==> src/rtl/wb_regfile.sv <==
// Write-back stage and register file.
// Selects the MEM/WB write-back value, commits it to a flop-based register
// file with asynchronous clear, and serves two combinational read ports with
// a same-cycle write-to-read bypass so ID never stalls on a WB write.
module wb_regfile #(
    parameter int DATA_W   = 32,
    parameter int ADDR_W   = 5,
    parameter int ZERO_REG = 1
) (
    input  logic              clk,
    input  logic              reset,
    input  logic              RegWrite_In,
    input  logic              MemtoReg_Select_In,
    input  logic [DATA_W-1:0] readDataMem_In,
    input  logic [DATA_W-1:0] aluResult_In,
    input  logic [ADDR_W-1:0] instruOut2_In,
    input  logic [ADDR_W-1:0] rs_addr,
    input  logic [ADDR_W-1:0] rt_addr,
    output logic [DATA_W-1:0] rs_data,
    output logic [DATA_W-1:0] rt_data,
    output logic [DATA_W-1:0] wb_data,
    output logic              wb_we
);

    localparam int NREG = 2 ** ADDR_W;

    logic [DATA_W-1:0] regs [NREG];
    logic              dest_zero;

    // Write-back source select and qualified write enable.
    // The AND with RegWrite_In comes first so an X destination cannot leak
    // into wb_we when no write is requested.
    always_comb begin
        wb_data   = MemtoReg_Select_In ? readDataMem_In : aluResult_In;
        dest_zero = (ZERO_REG != 0) && (instruOut2_In == '0);
        wb_we     = RegWrite_In & ~reset & ~dest_zero;
    end

    // Storage: async clear on reset, single-edge commit otherwise.
    always_ff @(posedge clk or posedge reset) begin
        if (reset) begin
            for (int i = 0; i < NREG; i++) begin
                regs[i] <= '0;
            end
        end else if (wb_we) begin
            regs[instruOut2_In] <= wb_data;
        end
    end

    // Read port A: reset forces 0, register 0 reads 0, then bypass, then storage.
    always_comb begin
        rs_data = '0;
        if (reset) begin
            rs_data = '0;
        end else if ((ZERO_REG != 0) && (rs_addr == '0)) begin
            rs_data = '0;
        end else if (wb_we & (instruOut2_In == rs_addr)) begin
            rs_data = wb_data;
        end else begin
            rs_data = regs[rs_addr];
        end
    end

    // Read port B: identical rule to port A using rt_addr.
    always_comb begin
        rt_data = '0;
        if (reset) begin
            rt_data = '0;
        end else if ((ZERO_REG != 0) && (rt_addr == '0)) begin
            rt_data = '0;
        end else if (wb_we & (instruOut2_In == rt_addr)) begin
            rt_data = wb_data;
        end else begin
            rt_data = regs[rt_addr];
        end
    end

endmodule

==> config.mk <==
export PLATFORM = sky130hd
export DESIGN_NAME = wb_regfile
export DESIGN_NICKNAME = d
export VERILOG_FILES = /design/src/rtl/wb_regfile.sv
export SDC_FILE = /design/constraint.sdc
export NUM_CORES = 2
export LEC_CHECK = 0
export ABC_AREA = 0
export BUFFER_PORTS_ARGS = -buffer_cell sky130_fd_sc_hd__buf_2
export CORE_MARGIN = 3
export CORE_UTILIZATION = 45
export DETAILED_ROUTE_END_ITERATION = 12
export PLACE_DENSITY = 0.69
export REMOVE_ABC_BUFFERS = 1
export SLEW_MARGIN = 10
export SYNTH_ARGS = -nofsm -noshare
export SYNTH_HDL_FRONTEND = slang
export SYNTH_SLANG_ARGS = --single-unit
==> constraint.sdc <==
create_clock -name clk -period 39 [get_ports clk]
set_input_delay 1.95 -clock clk [delete_from_list [all_inputs] [get_ports clk]]
set_output_delay 1.95 -clock clk [all_outputs]
set_load 0.1 [all_outputs]
Word level (Yosys, flattened, before mapping) --
Cells that the tools add are included.
Word-level totals: register bits after elaboration 1024, input bits 83, word-level logic and storage cells 67
Cells by class: order comparisons 4, equal/unequal tests 2, muxes and demuxes 16, bitwise logic cells 9, reductions and logical operators 4
Operators by type and width (count):
- 1024-bit bitwise mux | 1
- 32-bit 2-to-1 mux | 12
- 32-bit binary-select mux with 5-bit select | 2
- 32-bit demux with 5-bit select | 1
- 6-bit >= comparator, second input constant | 3
- 5-bit NOT with 6-bit output | 3
- 5-bit logical NOT | 3
- 5-bit == test | 2
- 6-bit by 1-bit < comparator with 1-bit output, second input constant | 1
- 1-bit bitwise AND | 4
- 1-bit NOT | 2
- 1-bit logical AND | 1

Longest topological paths before layout --
depth after elaboration 7, mapped depth 9, mapped depth without buffers 5

Least setup slack after synthesis --
No wires, ideal clock.
path kind input-to-output, start point in instruOut2_In[2], end point out rs_data[27], arrival time 4195 ps, slack 32855 ps, stages 6, buffers on the path 2, cell sequence buf_2 > nor3_2 > a21oi_1 > clkbuf_1 > nand3_1 > o311a_1
Between the ends: word-level cells in the longest chain between the ends 7, elaborated cells between the ends (all ways) 8
Ends and longest elaborated chain:
- start, declared | line 16 | input logic [ADDR_W-1:0] instruOut2_In,
- 5-bit logical NOT | line 35 | dest_zero = (ZERO_REG != 0) && (instruOut2_In == '0);
- 1-bit NOT | line 36 | wb_we = RegWrite_In & ~reset & ~dest_zero;
- 1-bit bitwise AND | line 36
- named net wb_we | line 22 | output logic wb_we
- 1-bit bitwise AND | line 57 | end else if (wb_we & (instruOut2_In == rs_addr)) begin
- 32-bit 2-to-1 mux | line 57
- 32-bit 2-to-1 mux | line 55 | end else if ((ZERO_REG != 0) && (rs_addr == '0)) begin
- 32-bit 2-to-1 mux | line 53 | if (reset) begin
- end, declared | line 19 | output logic [DATA_W-1:0] rs_data,
The timed path passes the listed nets, and every way through them passes these cells.

Worst setup path after layout --
start point in rt_addr[0], end point out rt_data[3]
Between the ends: word-level cells in the longest chain between the ends 7, elaborated cells between the ends (all ways) 10
Ends and longest elaborated chain:
- start, declared | line 18 | input logic [ADDR_W-1:0] rt_addr,
- 5-bit NOT with 6-bit output (not written as such) | line 74 | rt_data = regs[rt_addr];
- 32-bit binary-select mux with 5-bit select | line 74
- 32-bit 2-to-1 mux (not written as such) (2 in series) | line 74
- 32-bit 2-to-1 mux | line 71 | end else if (wb_we & (instruOut2_In == rt_addr)) begin
- 32-bit 2-to-1 mux (*) | line 69 | end else if ((ZERO_REG != 0) && (rt_addr == '0)) begin
- 32-bit 2-to-1 mux (*) | line 67 | if (reset) begin
- end, declared | line 20 | output logic [DATA_W-1:0] rt_data,
Every way passes the cells marked *; elsewhere a longest branch is shown, timed or not. The select of a mux whose other input is x is not followed.

==> flow_summary_export.csv <==
group,metric,value,unit
outcome,outcome,"finished, final reports clean",
route,ant_nets,0,
logic_synthesis,synth-compound-area-share,14.59,%
sta,timing.final.crit_share,23.09,%
sta,rsz0062_at_grt,"no",
worst_setup_path,crit_type,"primary input to output port",
grt,grt_usage,29.32,%
sta,clock_skew,0,ns
sta,setup_violations,0,
min_path,hold_end,"regs[1004]",
route,via_per_inst,6.404,
worst_setup_path,cp_common_cell,"buf_4",
power_and_ir_drop,clkPwrFrac,34.8,%
floorplanning,initial_core_util,45.53,%
clock_network,worstSkewPairLatency,0.68,ns
placed_design,dp_hpwl,100400,um
logic_synthesis,synth_top_family_by_area,"multiplexers",
logic_synthesis,post-synth-top-area-cell,"dfrtp_1",
route,drc_errors,0,
clock_network,cts_hold_buffers,0,
logic_synthesis,async_reset_ff_share,100.0,%
logic_synthesis,yosysTopAreaCellShare,46.78,%
worst_setup_path,critPathSlowestCell,"buf_4",
worst_setup_path,cp.required,37.05,ns
floorplanning,die_h,354.9,um
cells_and_area,largest_register_ff_count,1024,
sta,hold_ws,0.3996,ns
sta,max_freq,111.0,MHz
logic_synthesis,synth-simple-area-share,10.95,%
sta,tns,0,ns
placed_design,port_buffers,179,
grt,grt_pass1_wl,278900,um
logic_synthesis,synth_area,54770,um2
clock_network,clock_tree.htree_level_count,3,
power_and_ir_drop,power.leakage,26.84,nW
clock_network,cts.sinks,1024,
logic_synthesis,syn_inst,5437,
clock_network,ctsResizeCount,0,
sta,relSlewSlack,10.30,%
floorplanning,placementRows,127,
grt,grt_remaining_overflow,0,
grt,grt_max_degree,189,
placed_design,place.detailed.instances,6752,
logic_synthesis,synthXorXnorAreaFrac,0.1599,%
worst_setup_path,critical_path.cell_chain,"buf_8 -> buf_4 -> buf_4 -> buf_4 -> buf_4 -> mux4_2 -> mux2i_1 -> a211oi_1 -> o311a_1 -> buf_2",
logic_synthesis,synthMuxAreaShare,22.17,%
logic_synthesis,synthTopCellsByArea,"dfrtp_1, mux2i_1, mux4_2, nor2_1, a21oi_1",
worst_setup_path,slowest_delay,0.78,ns
floorplanning,coreArea,120300,um2
min_path,min_from,"regs[1004]",
sta,hold_viol,0,
sta,drv_slew,0,
power_and_ir_drop,p_int,2.121,mW
sta,worst_pin_slew,1.342,ns
min_path,hold_depth,0,
power_and_ir_drop,irDropWorstVdd,36.11,uV
logic_synthesis,synth_edf_count,0,
cells_and_area,final_cells,6956,
route,first_pass_iters,8,
grt,antenna_found_initial,5,
cells_and_area,largest_registers,"regs (1024)",
logic_synthesis,yosysWarnings,0,
logic_synthesis,yosysSeqAreaShare,46.78,%
clock_network,cts_tree,"done",
worst_setup_path,r2r_cells,2,
grt,grt_pass1_vias,43380,
logic_synthesis,synth_seq_cells,1024,
cells_and_area,largest-register,"regs",
route,drt_iter0_markers,5220,
logic_synthesis,yosysMostFrequentCell,"dfrtp_1",
route,totalWireLength,188500,um
cells_and_area,nets,5335,
logic_synthesis,netlist_top_cells_count,"dfrtp_1, nor2_1, mux2i_1",
clock_network,clk_pin_slew_worst_paths,0.07,ns
worst_setup_path,critPathMaxFanout,69,
worst_setup_path,r2r_end,"regs[988]",
power_and_ir_drop,power.density,51.14,nW/um2
min_path,hold_path.class,"register to register",
clock_network,clock_path_buffers,3,
clock_network,post_cts_buffers,0,
floorplanning,die_area,125900,um2
clock_network,cts_inserted_buffers,109,
cells_and_area,drive_gt1_share,15.09,%
worst_setup_path,crit_path_end_kind,"output port",
power_and_ir_drop,combPwrFrac,20.3,%
floorplanning,ios,180,
run,maxCapViolCount,0,
sta,layout_min_cycle_time,9.005,ns
worst_setup_path,cp.arrival,7.06,ns
cells_and_area,syn_to_final_growth,9.469,%
power_and_ir_drop,swShare,30.84,%
logic_synthesis,syn_area_per_cell,10.07,um2
placed_design,gp_congestion,0.8297,
route,routedWlPerCell,27.09,um
logic_synthesis,synth_ff_type,"dfrtp_1",
worst_setup_path,cp-start-kind,"primary input",
worst_setup_path,reg2reg_from,"regs[988]",
logic_synthesis,ys_types,39,
clock_network,clockRootBuffer,"clkbuf_16",
worst_setup_path,r2r_setup_slack,38.20,ns
logic_synthesis,synthAdderAreaFrac,0,%
floorplanning,die_w,354.9,um
power_and_ir_drop,p_seq_share,44.9,%
power_and_ir_drop,power_switching,0.9456,mW
route,vias,44540,
-- logic make-up after synthesis --
group	after synthesis
compound gates	1412
flops	1024
xor+xnor	10
mux	893
buf+inv	620
simple gates	1478
-- area by class of cell --
class	instances	area (um2)
antenna	2	5.005
clock buffer	164	3267
clock inverter	37	381.6
fill	10810	60330
inverter	33	131.4
multi-input combinational	3793	26690
sequential	1024	25620
tap	1612	2017
timing repair buffer	291	1842
-- through the flow --
step | power [mW] | utilization [%] | instance area (um2) | worst slack [ns]
final | 3.066 | 49.85 | 59960 | 29.99
after global routing | 3.194 | 49.84 | 59950 | 29.75
after CTS | 3.061 | 49.82 | 59930 | 29.96
after detailed placement | 2.002 | 46.79 | 56290 | 29.96
after global placement | 1.975 | 46.79 | 56290 | 30.03
after floorplan | 1.803 | - | 51970 | 8.234
-- power by group through the flow --
| stage | Clock, mW | Combinational [mW] | Sequential (mW) |
|---|---|---|---|
| global route | 1.12 | 0.681 | 1.39 |
| floorplan | 0 | 0.452 | 1.35 |
| finish | 1.07 | 0.623 | 1.38 |
| detailed placement | 0 | 0.617 | 1.39 |
| global placement | 0 | 0.598 | 1.38 |
| CTS | 1.07 | 0.619 | 1.37 |
-- worst max path at each step --
stage,from,end,slack [ns]
finish,rt_addr[0],rt_data[3],29.99
global route,rt_addr[0],rt_data[3],29.75
CTS,rt_addr[0],rt_data[3],29.96
detailed placement,rt_addr[0],rt_data[1],29.96
global placement,rt_addr[0],rt_data[3],30.03
floorplan,reset,regs[0],8.23
-- per-layer routing --
metal / wire length, um / GRT usage [%]
met4: 9639 / 13.56
met3: 22210 / 7.370
met1: 74080 / 39.98
met2: 82480 / 44.19
met5: 51 / 0
-- worst max-delay path, delay by kind of cell --
| kind | cells | cell delay, ns |
|---|---|---|
| compound gates | 2 | 0.54 |
| mux | 2 | 0.72 |
| buf+inv | 6 | 3.62 |
-- cell usage in the layout, fill, tap and decap left out, types with 26 or more instances in the layout --
master	n
clkbuf_16	111
o22ai_1	128
a211oi_1	82
mux2i_1	605
o21ai_0	470
mux4_2	256
clkbuf_8	30
a21oi_1	558
nand2_1	480
buf_2	168
mux2i_2	26
nor3_1	35
inv_1	32
o21ai_1	45
o41ai_1	43
o311a_1	64
nor2b_1	36
nor2_1	752
nor4_1	49
buf_4	112
dfrtp_1	1024
nand3_1	68
Power figures use the tool's default switching activity.
